--- config.mk ---
export PLATFORM = sky130hd
export DESIGN_NAME = uart_fifo
export DESIGN_NICKNAME = d
export VERILOG_FILES = /design/src/rtl/uart_pkg.sv /design/src/rtl/uart_sync_fifo.sv /design/src/rtl/uart_fifo.sv
export SDC_FILE = /design/constraint.sdc
export NUM_CORES = 1
export LEC_CHECK = 0
export ABC_AREA = 1
export CAP_MARGIN = 0
export CORE_UTILIZATION = 40
export DETAILED_ROUTE_END_ITERATION = 10
export DONT_BUFFER_PORTS = 1
export HOLD_SLACK_MARGIN = 0.08
export PLACE_DENSITY = 0.57
export SYNTH_ARGS = -nofsm -noshare
export SYNTH_HDL_FRONTEND = slang
export SYNTH_SLANG_ARGS = --single-unit
--- constraint.sdc ---
create_clock -name clk -period 6.6 [get_ports clk]
set_clock_uncertainty 0.05 [all_clocks]
set_input_delay 0.99 -clock clk [delete_from_list [all_inputs] [get_ports clk]]
set_output_delay 0.99 -clock clk [all_outputs]
set_load 0.02 [all_outputs]
--- src/rtl/uart_pkg.sv ---
// rtl/uart_pkg.sv - shared UART state encodings and oversample sample points
// Holds the TX/RX FSM state enums and helpers that derive the RX sample ticks from OVS.
package uart_pkg;

    // Data bits per frame = cfg_bits + FRAME_MIN_BITS
    localparam int FRAME_MIN_BITS = 5;

    typedef enum logic [2:0] {
        TX_IDLE,
        TX_START,
        TX_DATA,
        TX_PARITY,
        TX_STOP
    } tx_state_t;

    typedef enum logic [2:0] {
        RX_IDLE,
        RX_START,
        RX_DATA,
        RX_PARITY,
        RX_STOP
    } rx_state_t;

    // Start bit is checked one tick early because detection already cost
    // the synchroniser latency; all other bits are sampled at true mid-bit.
    function automatic int start_sample_pt(input int ovs);
        return ovs / 2 - 1;
    endfunction

    function automatic int mid_sample_pt(input int ovs);
        return ovs / 2;
    endfunction

endpackage

--- src/rtl/uart_sync_fifo.sv ---
// rtl/uart_sync_fifo.sv - show-ahead synchronous buffer used for both UART directions
// Ports: clk, rst (async active-high); wr_tvalid/wr_tdata/wr_tready write side (wr_tready = not full);
//        rd_tvalid/rd_tdata/rd_tready read side (rd_tvalid = not empty, rd_tdata = head, zero when empty).
// DEPTH == 1 builds a single holding register; larger DEPTH must be a power of 2.
module uart_sync_fifo #(
    parameter int WIDTH = 8,
    parameter int DEPTH = 8
) (
    input  logic             clk,
    input  logic             rst,
    input  logic             wr_tvalid,
    input  logic [WIDTH-1:0] wr_tdata,
    output logic             wr_tready,
    output logic             rd_tvalid,
    output logic [WIDTH-1:0] rd_tdata,
    input  logic             rd_tready
);

    logic rd_fire;
    logic wr_fire;

    assign rd_fire = rd_tvalid && rd_tready;
    // A pop in the same cycle frees the slot, so a full buffer still takes the write
    assign wr_fire = wr_tvalid && (wr_tready || rd_fire);

    generate
        if (DEPTH == 1) begin : g_hold
            logic             full_q;
            logic [WIDTH-1:0] hold_q;

            always_ff @(posedge clk or posedge rst) begin
                if (rst) begin
                    full_q <= 1'b0;
                    hold_q <= '0;
                end else if (wr_fire) begin
                    full_q <= 1'b1;
                    hold_q <= wr_tdata;
                end else if (rd_fire) begin
                    full_q <= 1'b0;
                end
            end

            assign wr_tready = !full_q;
            assign rd_tvalid = full_q;
            assign rd_tdata  = full_q ? hold_q : '0;
        end else begin : g_ring
            localparam int AW = $clog2(DEPTH);

            // Extra MSB on each pointer distinguishes full from empty
            logic [AW:0]      wptr;
            logic [AW:0]      rptr;
            logic [WIDTH-1:0] mem [DEPTH];
            logic             empty;

            assign empty     = (wptr == rptr);
            assign wr_tready = !((wptr[AW] != rptr[AW]) && (wptr[AW-1:0] == rptr[AW-1:0]));
            assign rd_tvalid = !empty;
            assign rd_tdata  = empty ? '0 : mem[rptr[AW-1:0]];

            always_ff @(posedge clk or posedge rst) begin
                if (rst) begin
                    wptr <= '0;
                    rptr <= '0;
                end else begin
                    if (wr_fire) wptr <= wptr + (AW+1)'(1);
                    if (rd_fire) rptr <= rptr + (AW+1)'(1);
                end
            end

            always_ff @(posedge clk) begin
                if (wr_fire) mem[wptr[AW-1:0]] <= wr_tdata;
            end
        end
    endgenerate

endmodule

--- src/rtl/uart_fifo.sv ---
// rtl/uart_fifo.sv - buffered UART transmitter/receiver with programmable frame format
// Build option UART_FIFO_EN: TX and RX buffers are FIFO_DEPTH-entry FIFOs; otherwise single holding registers.
// Ports: clk, rst (async active-high); baud_div (tick every baud_div+1 clocks);
//        cfg_bits/cfg_par_en/cfg_par_odd/cfg_stop2 frame format, latched at each frame start;
//        tx_valid/tx_data/tx_ready write port; rx_valid/rx_data/rx_perr/rx_ferr/rx_ready show-ahead read port;
//        txd/rxd serial lines; tx_busy; overrun sticky flag with overrun_clr.
module uart_fifo #(
    parameter int DATA_W     = 8,
    parameter int OVS        = 16,
    parameter int DIV_W      = 16,
    parameter int FIFO_DEPTH = 8
) (
    input  logic              clk,
    input  logic              rst,
    input  logic [DIV_W-1:0]  baud_div,
    input  logic [1:0]        cfg_bits,
    input  logic              cfg_par_en,
    input  logic              cfg_par_odd,
    input  logic              cfg_stop2,
    input  logic              tx_valid,
    input  logic [DATA_W-1:0] tx_data,
    output logic              tx_ready,
    output logic              rx_valid,
    output logic [DATA_W-1:0] rx_data,
    output logic              rx_perr,
    output logic              rx_ferr,
    input  logic              rx_ready,
    output logic              txd,
    input  logic              rxd,
    output logic              tx_busy,
    output logic              overrun,
    input  logic              overrun_clr
);
    import uart_pkg::*;

`ifdef UART_FIFO_EN
    localparam int BUF_DEPTH = FIFO_DEPTH;
`else
    // Single holding register; FIFO_DEPTH has no effect in this build
    localparam int BUF_DEPTH = (FIFO_DEPTH > 0) ? 1 : 1;
`endif
    localparam int             TCW     = $clog2(OVS);
    localparam logic [TCW-1:0] T_START = TCW'(start_sample_pt(OVS));
    localparam logic [TCW-1:0] T_MID   = TCW'(mid_sample_pt(OVS));
    localparam logic [TCW-1:0] T_LAST  = TCW'(OVS - 1);

    // Baud tick; >= keeps the counter from running to wrap if baud_div shrinks
    logic [DIV_W-1:0] div_cnt;
    logic             tick;

    assign tick = (div_cnt >= baud_div);

    always_ff @(posedge clk or posedge rst) begin
        if (rst) div_cnt <= '0;
        else     div_cnt <= tick ? '0 : div_cnt + DIV_W'(1);
    end

    // Mask of the data bits in use for the current cfg_bits
    logic [DATA_W-1:0] cfg_mask;
    always_comb begin
        cfg_mask = '0;
        for (int i = 0; i < DATA_W; i++) cfg_mask[i] = (i < int'(cfg_bits) + FRAME_MIN_BITS);
    end

    // ---------------- TX ----------------
    logic              txf_valid;
    logic [DATA_W-1:0] txf_data;
    logic              tx_pop;
    tx_state_t         tx_state;
    logic [TCW-1:0]    tx_tc;
    logic [2:0]        tx_bit;
    logic [2:0]        tx_last;
    logic [DATA_W-1:0] tx_sh;
    logic              tx_par;
    logic              tx_par_en;
    logic              tx_stop2;
    logic              tx_stop_2nd;

    uart_sync_fifo #(.WIDTH(DATA_W), .DEPTH(BUF_DEPTH)) u_tx_fifo (
        .clk       (clk),
        .rst       (rst),
        .wr_tvalid (tx_valid),
        .wr_tdata  (tx_data),
        .wr_tready (tx_ready),
        .rd_tvalid (txf_valid),
        .rd_tdata  (txf_data),
        .rd_tready (tx_pop)
    );

    assign tx_pop  = (tx_state == TX_IDLE) && txf_valid;
    assign tx_busy = (tx_state != TX_IDLE);

    always_ff @(posedge clk or posedge rst) begin
        if (rst) begin
            tx_state    <= TX_IDLE;
            tx_tc       <= '0;
            tx_bit      <= '0;
            tx_last     <= '0;
            tx_sh       <= '0;
            tx_par      <= 1'b0;
            tx_par_en   <= 1'b0;
            tx_stop2    <= 1'b0;
            tx_stop_2nd <= 1'b0;
            txd         <= 1'b1;
        end else begin
            // txd is the registered image of the current state, one clock behind it
            case (tx_state)
                TX_START:  txd <= 1'b0;
                TX_DATA:   txd <= tx_sh[0];
                TX_PARITY: txd <= tx_par;
                default:   txd <= 1'b1;
            endcase

            if (tx_pop) begin
                tx_sh       <= txf_data & cfg_mask;
                tx_par      <= (^(txf_data & cfg_mask)) ^ cfg_par_odd;
                tx_last     <= {1'b0, cfg_bits} + 3'd4;
                tx_par_en   <= cfg_par_en;
                tx_stop2    <= cfg_stop2;
                tx_tc       <= '0;
                tx_bit      <= '0;
                tx_stop_2nd <= 1'b0;
                tx_state    <= TX_START;
            end else if (tx_state != TX_IDLE && tick) begin
                tx_tc <= (tx_tc == T_LAST) ? '0 : tx_tc + TCW'(1);
                if (tx_tc == T_LAST) begin
                    case (tx_state)
                        TX_START: tx_state <= TX_DATA;
                        TX_DATA: begin
                            tx_sh  <= tx_sh >> 1;
                            tx_bit <= tx_bit + 3'd1;
                            if (tx_bit == tx_last) tx_state <= tx_par_en ? TX_PARITY : TX_STOP;
                        end
                        TX_PARITY: tx_state <= TX_STOP;
                        TX_STOP: begin
                            if (tx_stop2 && !tx_stop_2nd) tx_stop_2nd <= 1'b1;
                            else                          tx_state    <= TX_IDLE;
                        end
                        default: tx_state <= TX_IDLE;
                    endcase
                end
            end
        end
    end

    // ---------------- RX ----------------
    logic              rx_meta;
    logic              rx_sync;
    logic              rx_prev;
    rx_state_t         rx_state;
    logic [TCW-1:0]    rx_tc;
    logic [2:0]        rx_bit;
    logic [2:0]        rx_last;
    logic              rx_par_en;
    logic              rx_par_odd;
    logic [DATA_W-1:0] rx_sh;
    logic              rx_perr_q;
    logic              rx_push;
    logic              rxf_ready;
    logic              rx_pop;
    logic [DATA_W+1:0] rxf_data;

    always_ff @(posedge clk or posedge rst) begin
        if (rst) begin
            rx_meta <= 1'b1;
            rx_sync <= 1'b1;
            rx_prev <= 1'b1;
        end else begin
            rx_meta <= rxd;
            rx_sync <= rx_meta;
            rx_prev <= rx_sync;
        end
    end

    assign rx_push = (rx_state == RX_STOP) && tick && (rx_tc == T_MID);
    assign rx_pop  = rx_valid && rx_ready;

    uart_sync_fifo #(.WIDTH(DATA_W + 2), .DEPTH(BUF_DEPTH)) u_rx_fifo (
        .clk       (clk),
        .rst       (rst),
        .wr_tvalid (rx_push),
        .wr_tdata  ({~rx_sync, rx_perr_q, rx_sh}),
        .wr_tready (rxf_ready),
        .rd_tvalid (rx_valid),
        .rd_tdata  (rxf_data),
        .rd_tready (rx_ready)
    );

    assign {rx_ferr, rx_perr, rx_data} = rxf_data;

    always_ff @(posedge clk or posedge rst) begin
        if (rst) begin
            rx_state   <= RX_IDLE;
            rx_tc      <= '0;
            rx_bit     <= '0;
            rx_last    <= '0;
            rx_par_en  <= 1'b0;
            rx_par_odd <= 1'b0;
            rx_sh      <= '0;
            rx_perr_q  <= 1'b0;
        end else if (rx_state == RX_IDLE) begin
            if (rx_prev && !rx_sync) begin
                rx_last    <= {1'b0, cfg_bits} + 3'd4;
                rx_par_en  <= cfg_par_en;
                rx_par_odd <= cfg_par_odd;
                rx_tc      <= '0;
                rx_bit     <= '0;
                rx_sh      <= '0;
                rx_perr_q  <= 1'b0;
                rx_state   <= RX_START;
            end
        end else if (tick) begin
            rx_tc <= (rx_tc == T_LAST) ? '0 : rx_tc + TCW'(1);
            case (rx_state)
                RX_START: begin
                    if (rx_tc == T_START && rx_sync) rx_state <= RX_IDLE;
                    else if (rx_tc == T_LAST)        rx_state <= RX_DATA;
                end
                RX_DATA: begin
                    if (rx_tc == T_MID) begin
                        for (int i = 0; i < DATA_W; i++)
                            if (i == int'(rx_bit)) rx_sh[i] <= rx_sync;
                    end
                    if (rx_tc == T_LAST) begin
                        rx_bit <= rx_bit + 3'd1;
                        if (rx_bit == rx_last) rx_state <= rx_par_en ? RX_PARITY : RX_STOP;
                    end
                end
                RX_PARITY: begin
                    if (rx_tc == T_MID)  rx_perr_q <= rx_sync ^ (^rx_sh) ^ rx_par_odd;
                    if (rx_tc == T_LAST) rx_state  <= RX_STOP;
                end
                RX_STOP: if (rx_tc == T_MID) rx_state <= RX_IDLE;
                default: rx_state <= RX_IDLE;
            endcase
        end
    end

    // Set wins over clear; a push that coincides with a pop is not an overrun
    always_ff @(posedge clk or posedge rst) begin
        if (rst)                                   overrun <= 1'b0;
        else if (rx_push && !rxf_ready && !rx_pop) overrun <= 1'b1;
        else if (overrun_clr)                      overrun <= 1'b0;
    end

endmodule

* Word-level counts from Yosys, hierarchy flattened *
Cells that the tools add are included.

operators by class
  $add $sub $neg = 7
  magnitude comparators = 9
  equal/unequal tests = 29
  mux-type cells = 71
  bitwise operators = 5
  reduce and logical (&&, ||, !) cells = 63

operator list
  cell                                                number
  < comparator 4 x 32 -> 1 bit, first input constant  3
  two-way mux 8 bit                                   10
  two-way mux 3 bit                                   25
  < comparator 3 x 32 -> 1 bit, first input constant  2
  nonzero test 2 bit                                  21
  AND reduction 5 bit                                 8
  < comparator 1 x 32 -> 1 bit, first input constant  1
  < comparator 2 x 32 -> 1 bit, first input constant  1
  two-way mux 4 bit                                   7
  two-way mux 1 bit                                   24
  case mux 3 bit (4 select lines)                     2
  adder 16 x 1 -> 16 bit, second input constant       1
  greater-or-equal comparator 16 bit                  1
  two-way mux 16 bit                                  1
  AND reduction 4 bit                                 4
  parity 8 bit                                        2
  logical AND 1 bit                                   13
  == test 3 x 2 -> 1 bit, second input constant       4
  == test 3 bit, first input constant                 4
  == test 4 bit, second input constant                3
  two-way mux 10 bit                                  1
  zero test 3 bit                                     3
  != test 3 bit, second input constant                3
  adder 4 x 1 -> 4 bit, second input constant         2
  other kinds (24)                                    38

storage, ports and cells
  register bits = 90
  input bits = 35
  output and inout port bits = 15
  logic and storage cells = 218

* Logic depth before layout (Yosys ltp) *
  depth in word-level cells = 7
  gate-level depth with buffers = 17
  depth with buffers taken out = 16

* Cells and area by module *
From an unflattened synthesis, not the netlist that was laid out.

second synthesis, totals
  cells, all modules = 667
  area, all modules = 5276.3 um2

modules (own cells, without submodules)
  module                      times used  cells an instance  area an instance (um2)  sequential area each (um2)
  uart_fifo                   1           539                4284.1                  1756.7
  uart_sync_fifo (u_rx_fifo)  1           71                 529.3                   275.3
  uart_sync_fifo (u_tx_fifo)  1           57                 462.9                   225.2

* Worst setup path before layout *
Ideal clock, no wire load.

  kind = input to register
  start point = input port baud_div[3]
  end point = register tx_sh[5]
  setup time = 117 ps
  arrival time = 2287 ps
  data required time = 6433 ps
  setup slack = 4147 ps
  stages on the path = 16
  buffers on the path = 1
  cell sequence = inv_1 -> ha_1 -> nand2_1 -> nor2_1 -> nor2_1 -> nand2_1 -> nand2_1 -> nand2_1 -> nand2_2 -> nand2_4 -> nand2_4 -> nand2_8 -> nand2_4 -> buf_6 -> nand2_1 -> nand2_1

on the way
  longest elaborated chain between the ends = 4

ends and longest elaborated chain
  element                             line              RTL
  start: declaration                  uart_fifo.sv:15   input logic [DIV_W-1:0] baud_div,
  greater-or-equal comparator 16 bit  uart_fifo.sv:51   assign tick = (div_cnt >= baud_div);
  logical AND 1 bit                   uart_fifo.sv:124  end else if (tx_state != TX_IDLE && tick) begin
  nonzero test 2 bit (no line)        n/a
  AND reduction 3 bit (no line)       n/a
  end signal: assignment              uart_fifo.sv:115  tx_sh <= txf_data & cfg_mask;
  end signal: assignment              uart_fifo.sv:130  tx_sh <= tx_sh >> 1;
  end: declaration                    uart_fifo.sv:73   logic [DATA_W-1:0] tx_sh;

Every way passes these cells.
A chain may end at the register's enable or synchronous reset.

* Worst setup path in the final report *
  start point = input port baud_div[10]
  end point = register u_rx_fifo.g_hold.hold_q[3]

on the way
  longest elaborated chain between the ends = 4

ends and longest elaborated chain
  element                             line                  RTL
  greater-or-equal comparator 16 bit  uart_fifo.sv:51
  logical AND 1 bit (2 in series)     uart_fifo.sv:175      assign rx_push = (rx_state == RX_STOP) && tick && (rx_tc == T_MID);
  logical AND 1 bit                   uart_sync_fifo.sv:24  assign wr_fire = wr_tvalid && (wr_tready || rd_fire);
  end signal: assignment              uart_sync_fifo.sv:37  hold_q <= wr_tdata;
  end: declaration                    uart_sync_fifo.sv:29  logic [WIDTH-1:0] hold_q;

Every way passes these cells.

==> report_table.html <==
<table>
<tr><th>Metric</th><th>Value</th></tr>
<tr><th colspan="2">GRT</th></tr>
<tr><td>Gr ovfl total</td><td>0</td></tr>
<tr><td>Maximum number of pins on one net before global-route repair</td><td>75</td></tr>
<tr><td>Vias in the first global route</td><td>3668</td></tr>
<tr><td>Global-route wire length before repair</td><td>16.9 mm</td></tr>
<tr><td>Overall routing resource usage</td><td>0.164</td></tr>
<tr><td>Initial antenna violation count</td><td>0</td></tr>
<tr><th colspan="2">Power and ir drop</th></tr>
<tr><td>Total power draw</td><td>2.00 mW</td></tr>
<tr><td>Leakage</td><td>2.88 nW</td></tr>
<tr><td>Power density over the cells</td><td>354 mW/mm^2</td></tr>
<tr><td>Peak supply drop</td><td>0.000219 V</td></tr>
<tr><th colspan="2">Worst hold path</th></tr>
<tr><td>Hold/Removal Path Class</td><td>flip-flop to flip-flop</td></tr>
<tr><th colspan="2">Routing</th></tr>
<tr><td>Vias per cell</td><td>4.79</td></tr>
<tr><td>WL per Instance</td><td>11.9 um</td></tr>
<tr><td>DRC violations left</td><td>0</td></tr>
<tr><td>Routed Wire Length</td><td>9.79 mm</td></tr>
<tr><td>Drt first-iter violations</td><td>287</td></tr>
<tr><td>Number of antenna-violating nets in the routed design</td><td>0</td></tr>
<tr><td>First-pass iteration count of the detailed router</td><td>5</td></tr>
<tr><td>Total number of vias</td><td>3922</td></tr>
<tr><th colspan="2">Floorplan</th></tr>
<tr><td>Die span in y</td><td>115 um</td></tr>
<tr><td>Row count</td><td>41</td></tr>
<tr><td>Starting Density</td><td>0.408</td></tr>
<tr><td>Total die area</td><td>0.0133 mm^2</td></tr>
<tr><td>Width of the die</td><td>115 um</td></tr>
<tr><td>Core area</td><td>0.0126 mm^2</td></tr>
<tr><td>I/O pin count</td><td>50</td></tr>
<tr><th colspan="2">Clock tree</th></tr>
<tr><td># H-tree levels</td><td>3</td></tr>
<tr><td>Clock-pin slew on the worst setup and hold paths</td><td>60 ps</td></tr>
<tr><td>Root Driver</td><td>sky130_fd_sc_hd__clkbuf_16</td></tr>
<tr><td>Clk sink count</td><td>90</td></tr>
<tr><td>Number of setup buffers added after CTS</td><td>0</td></tr>
<tr><td>TritonCTS Buffers</td><td>9</td></tr>
<tr><td>Hold buffers post-CTS</td><td>0</td></tr>
<tr><td>Maximum clock path buffer count</td><td>2</td></tr>
<tr><td>Source-to-sink clock delay at the later pin of the worst-skew pair</td><td>350 ps</td></tr>
<tr><td>CTS tree</td><td>done</td></tr>
<tr><td>Post-CTS resize count</td><td>0</td></tr>
<tr><th colspan="2">Placed design</th></tr>
<tr><td>HPWL reported at the end of detailed placement</td><td>7.27 mm</td></tr>
<tr><td>Gpl congestion</td><td>0.801</td></tr>
<tr><td>I/O Buffers</td><td>0</td></tr>
<tr><td>Dpl ws</td><td>3470 ps</td></tr>
<tr><td>Post-DP Area</td><td>0.00529 mm^2</td></tr>
<tr><th colspan="2">Critical path</th></tr>
<tr><td>Crit path arrival time</td><td>2940 ps</td></tr>
<tr><td>Critical Path, Cell by Cell</td><td>inv_1 &gt; ha_1 &gt; nand4_1 &gt; nor3_1 &gt; nand2_2 &gt; nand2_4 &gt; nand2_1 &gt; nor2_2 &gt; nand2_1 &gt; nand2_1 &gt; nand2_1</td></tr>
<tr><td>Launching instance or port of the critical path</td><td>baud_div[10]</td></tr>
<tr><td>Worst setup endpoint</td><td>u_rx_fifo.g_hold.hold_q[3]$_DFFE_PP0P_</td></tr>
<tr><td>Peak per-stage delay on the critical path</td><td>350 ps</td></tr>
<tr><td>Data required, critical path</td><td>6790 ps</td></tr>
<tr><td>WS Path Type</td><td>input port to flip-flop</td></tr>
<tr><td>Critical path peak fanout</td><td>17</td></tr>
<tr><td>Slowest cell on crit path</td><td>sky130_fd_sc_hd__nor2_2</td></tr>
<tr><td>Worst reg-to-reg setup slack</td><td>4070 ps</td></tr>
<tr><td>Reg-to-reg critical path endpoint</td><td>u_rx_fifo.g_hold.hold_q[3]$_DFFE_PP0P_</td></tr>
<tr><td>Most used cell along the critical path</td><td>sky130_fd_sc_hd__nand2_1</td></tr>
<tr><td>R2R cell count</td><td>10</td></tr>
<tr><td>Kind of end point of the critical path</td><td>flip-flop</td></tr>
<tr><td>Critical Path Start Type</td><td>input port</td></tr>
<tr><td>Critical R2R Launch</td><td>div_cnt[9]$_DFF_PP0_</td></tr>
<tr><th colspan="2">Synthesis</th></tr>
<tr><td>Cell taking the most area after synthesis</td><td>sky130_fd_sc_hd__dfrtp_1</td></tr>
<tr><td>Synth top area share</td><td>0.419</td></tr>
<tr><td>Mapped cell area</td><td>0.00513 mm^2</td></tr>
<tr><td>Syn avg cell area</td><td>7.99 um^2</td></tr>
<tr><td>Number of distinct library cells after synthesis</td><td>35</td></tr>
<tr><td>Mapped Nets</td><td>704</td></tr>
<tr><td>Register area share after synthesis</td><td>0.440</td></tr>
<tr><td>Yosys warns</td><td>0</td></tr>
<tr><td>Register bit total from synthesis</td><td>90</td></tr>
<tr><td>Cells taking the most area after synthesis</td><td>sky130_fd_sc_hd__dfrtp_1, sky130_fd_sc_hd__nand2_1, sky130_fd_sc_hd__ha_1</td></tr>
<tr><td>Cell count after synthesis</td><td>642</td></tr>
<tr><th colspan="2">STA</th></tr>
<tr><td>Post-layout minimum cycle time</td><td>2750 ps</td></tr>
<tr><td>Slew Limit Fails</td><td>0</td></tr>
<tr><td>Max Fclk</td><td>0.364 GHz</td></tr>
<tr><td>Slew Limit Headroom</td><td>0.366</td></tr>
<tr><td>Min setup slack post-route</td><td>3850 ps</td></tr>
<tr><td>Transition time at the pin with the least slew margin</td><td>951 ps</td></tr>
<tr><td>Total negative setup slack</td><td>0 ps</td></tr>
<tr><td>Crit share post-route</td><td>0.416</td></tr>
<tr><td>Hold violation total from the final report</td><td>0</td></tr>
<tr><td>Setup-violating endpoint count in the final report</td><td>0</td></tr>
<tr><td>RSZ-0062 raised after global routing</td><td>false</td></tr>
<tr><th colspan="2">Outcome</th></tr>
<tr><td>Result of the run</td><td>finished, final reports clean</td></tr>
<tr><th colspan="2">Cells and area</th></tr>
<tr><td>Layout cells sized above 1</td><td>0.0974</td></tr>
<tr><td>Post-route cell area</td><td>0.00564 mm^2</td></tr>
<tr><td>Register Area</td><td>0.00226 mm^2</td></tr>
<tr><td>Fin util</td><td>0.449</td></tr>
<tr><td>Relative area change from synthesis to final layout</td><td>9.92%</td></tr>
<tr><td>Fin nets</td><td>704</td></tr>
<tr><td>Multi-input logic area</td><td>0.00248 mm^2</td></tr>
<tr><td>Diodes inserted</td><td>0</td></tr>
<tr><td>Number of filler instances in the final layout</td><td>1293</td></tr>
<tr><th colspan="2">Flow run</th></tr>
<tr><td>Max capacitance violation total</td><td>0</td></tr>
</table>
## state kept, by name, summed over array words and instances, names as in the netlist, 3 cells and up
name / count
rx_tc: 4
u_rx_fifo.g_hold.hold_q: 10
rx_bit: 3
tx_bit: 3
u_tx_fifo.g_hold.hold_q: 8
tx_last: 3
tx_state: 3
rx_sh: 8
tx_tc: 4
tx_sh: 8
rx_last: 3
div_cnt: 16
rx_state: 3
## through the flow
step	hold slack, ps	cells
floorplan	295	642
global placement	300	803
detailed placement	300	803
CTS	309	819
global route	317	819
finish	307	819
## power breakdown
part           internal, mW  switching (mW)  total (mW)
combinational         0.237           0.381       0.618
sequential            0.666           0.110       0.776
clock                 0.391           0.211       0.601
## cell type report
type                            instances  share of cell area
Multi-Input combinational cell        453               0.439
Clock buffer                           12              0.0455
Timing Repair Buffer                    1             0.00133
Tap cell                              172              0.0382
Sequential cell                        90               0.400
Clock inverter                          4              0.0173
Inverter                               87              0.0581
## layout by cell type (no fill, tap or decap), types with 2 or more instances in the layout
cell type	count
sky130_fd_sc_hd__nand2_1	174
sky130_fd_sc_hd__dfrtp_1	86
sky130_fd_sc_hd__inv_1	76
sky130_fd_sc_hd__nand3_1	48
sky130_fd_sc_hd__nor2_1	43
sky130_fd_sc_hd__a21oi_1	32
sky130_fd_sc_hd__ha_1	27
sky130_fd_sc_hd__o21ai_1	18
sky130_fd_sc_hd__nor3_1	15
sky130_fd_sc_hd__o21ai_0	13
sky130_fd_sc_hd__xnor2_1	13
sky130_fd_sc_hd__nand4_1	12
sky130_fd_sc_hd__inv_2	10
sky130_fd_sc_hd__xor2_1	9
sky130_fd_sc_hd__clkbuf_16	9
sky130_fd_sc_hd__o21ai_2	8
sky130_fd_sc_hd__mux2_1	7
sky130_fd_sc_hd__nand2_4	5
sky130_fd_sc_hd__nor2_2	5
sky130_fd_sc_hd__nand2_2	4
sky130_fd_sc_hd__or2_2	4
sky130_fd_sc_hd__dfstp_2	4
sky130_fd_sc_hd__o31ai_1	3
sky130_fd_sc_hd__bufinv_16	3
sky130_fd_sc_hd__nor2_4	2
sky130_fd_sc_hd__o21a_1	2
sky130_fd_sc_hd__nor3_2	2
sky130_fd_sc_hd__or2_1	2
sky130_fd_sc_hd__clkbuf_8	2
## per-layer routing
layer / up-vias / global-route usage / wire length (um)
met5: - / 0 / 0
met4: 0 / 0.0442 / 98
met3: 5 / 0.0648 / 418
met2: 67 / 0.265 / 4330
met1: 1797 / 0.204 / 4940
li1: 2053 / - / -
## worst max-delay path, delay by kind of cell
| family | cells | cell delay, ps |
|---|---|---|
| adders and majority gates | 1 | 290 |
| and+or+nand+nor | 9 | 1640 |
| buffers and inverters | 1 | 20 |
## kinds of logic (layout without fill, tap and decap cells)
| family | after synthesis | in the layout | synth area share |
|---|---|---|---|
| xor+xnor | 22 | 22 | 0.0376 |
| compound gates | 79 | 79 | 0.0868 |
| fa+ha+maj | 27 | 27 | 0.0658 |
| flops | 90 | 90 | 0.440 |
| mux | 7 | 7 | 0.0154 |
| simple gates | 318 | 318 | 0.277 |
| buf+inv | 99 | 104 | 0.0771 |
## cell usage after synthesis
cell	instances
sky130_fd_sc_hd__dfstp_2	4
sky130_fd_sc_hd__o21ai_0	13
sky130_fd_sc_hd__buf_6	1
sky130_fd_sc_hd__a21boi_1	1
sky130_fd_sc_hd__nor4_1	1
sky130_fd_sc_hd__nand4_1	12
sky130_fd_sc_hd__a21oi_2	1
sky130_fd_sc_hd__nor2_2	5
sky130_fd_sc_hd__clkbuf_1	2
sky130_fd_sc_hd__buf_2	7
sky130_fd_sc_hd__o31ai_1	3
sky130_fd_sc_hd__ha_1	27
sky130_fd_sc_hd__inv_2	10
sky130_fd_sc_hd__buf_4	2
sky130_fd_sc_hd__nand2_1	174
sky130_fd_sc_hd__nor3_2	2
sky130_fd_sc_hd__nand2_4	5
sky130_fd_sc_hd__nand2_8	1
sky130_fd_sc_hd__o22ai_1	1
sky130_fd_sc_hd__nor2_1	43
sky130_fd_sc_hd__nand3_1	48
sky130_fd_sc_hd__xnor2_1	13
sky130_fd_sc_hd__nor2_4	2
sky130_fd_sc_hd__o21a_1	2
sky130_fd_sc_hd__nor3_1	15
sky130_fd_sc_hd__nand2_2	4
sky130_fd_sc_hd__xor2_1	9
sky130_fd_sc_hd__or2_1	2
sky130_fd_sc_hd__or2_2	4
sky130_fd_sc_hd__dfrtp_1	86
sky130_fd_sc_hd__mux2_1	7
sky130_fd_sc_hd__inv_1	77
sky130_fd_sc_hd__o21ai_2	8
sky130_fd_sc_hd__o21ai_1	18
sky130_fd_sc_hd__a21oi_1	32
## worst min path at each step
stage                      start           endpoint  cells past startpoint
2_1_floorplan  rx_meta$_DFF_PP1_  rx_sync$_DFF_PP1_                      0
3_3_place_gp   rx_meta$_DFF_PP1_  rx_sync$_DFF_PP1_                      0
3_5_place_dp   rx_meta$_DFF_PP1_  rx_sync$_DFF_PP1_                      0
4_1_cts        rx_meta$_DFF_PP1_  rx_sync$_DFF_PP1_                      0
5_1_grt        rx_meta$_DFF_PP1_  rx_sync$_DFF_PP1_                      0
6_report       rx_meta$_DFF_PP1_  rx_sync$_DFF_PP1_                      0
Note: power is estimated with default switching activity, not from simulation.
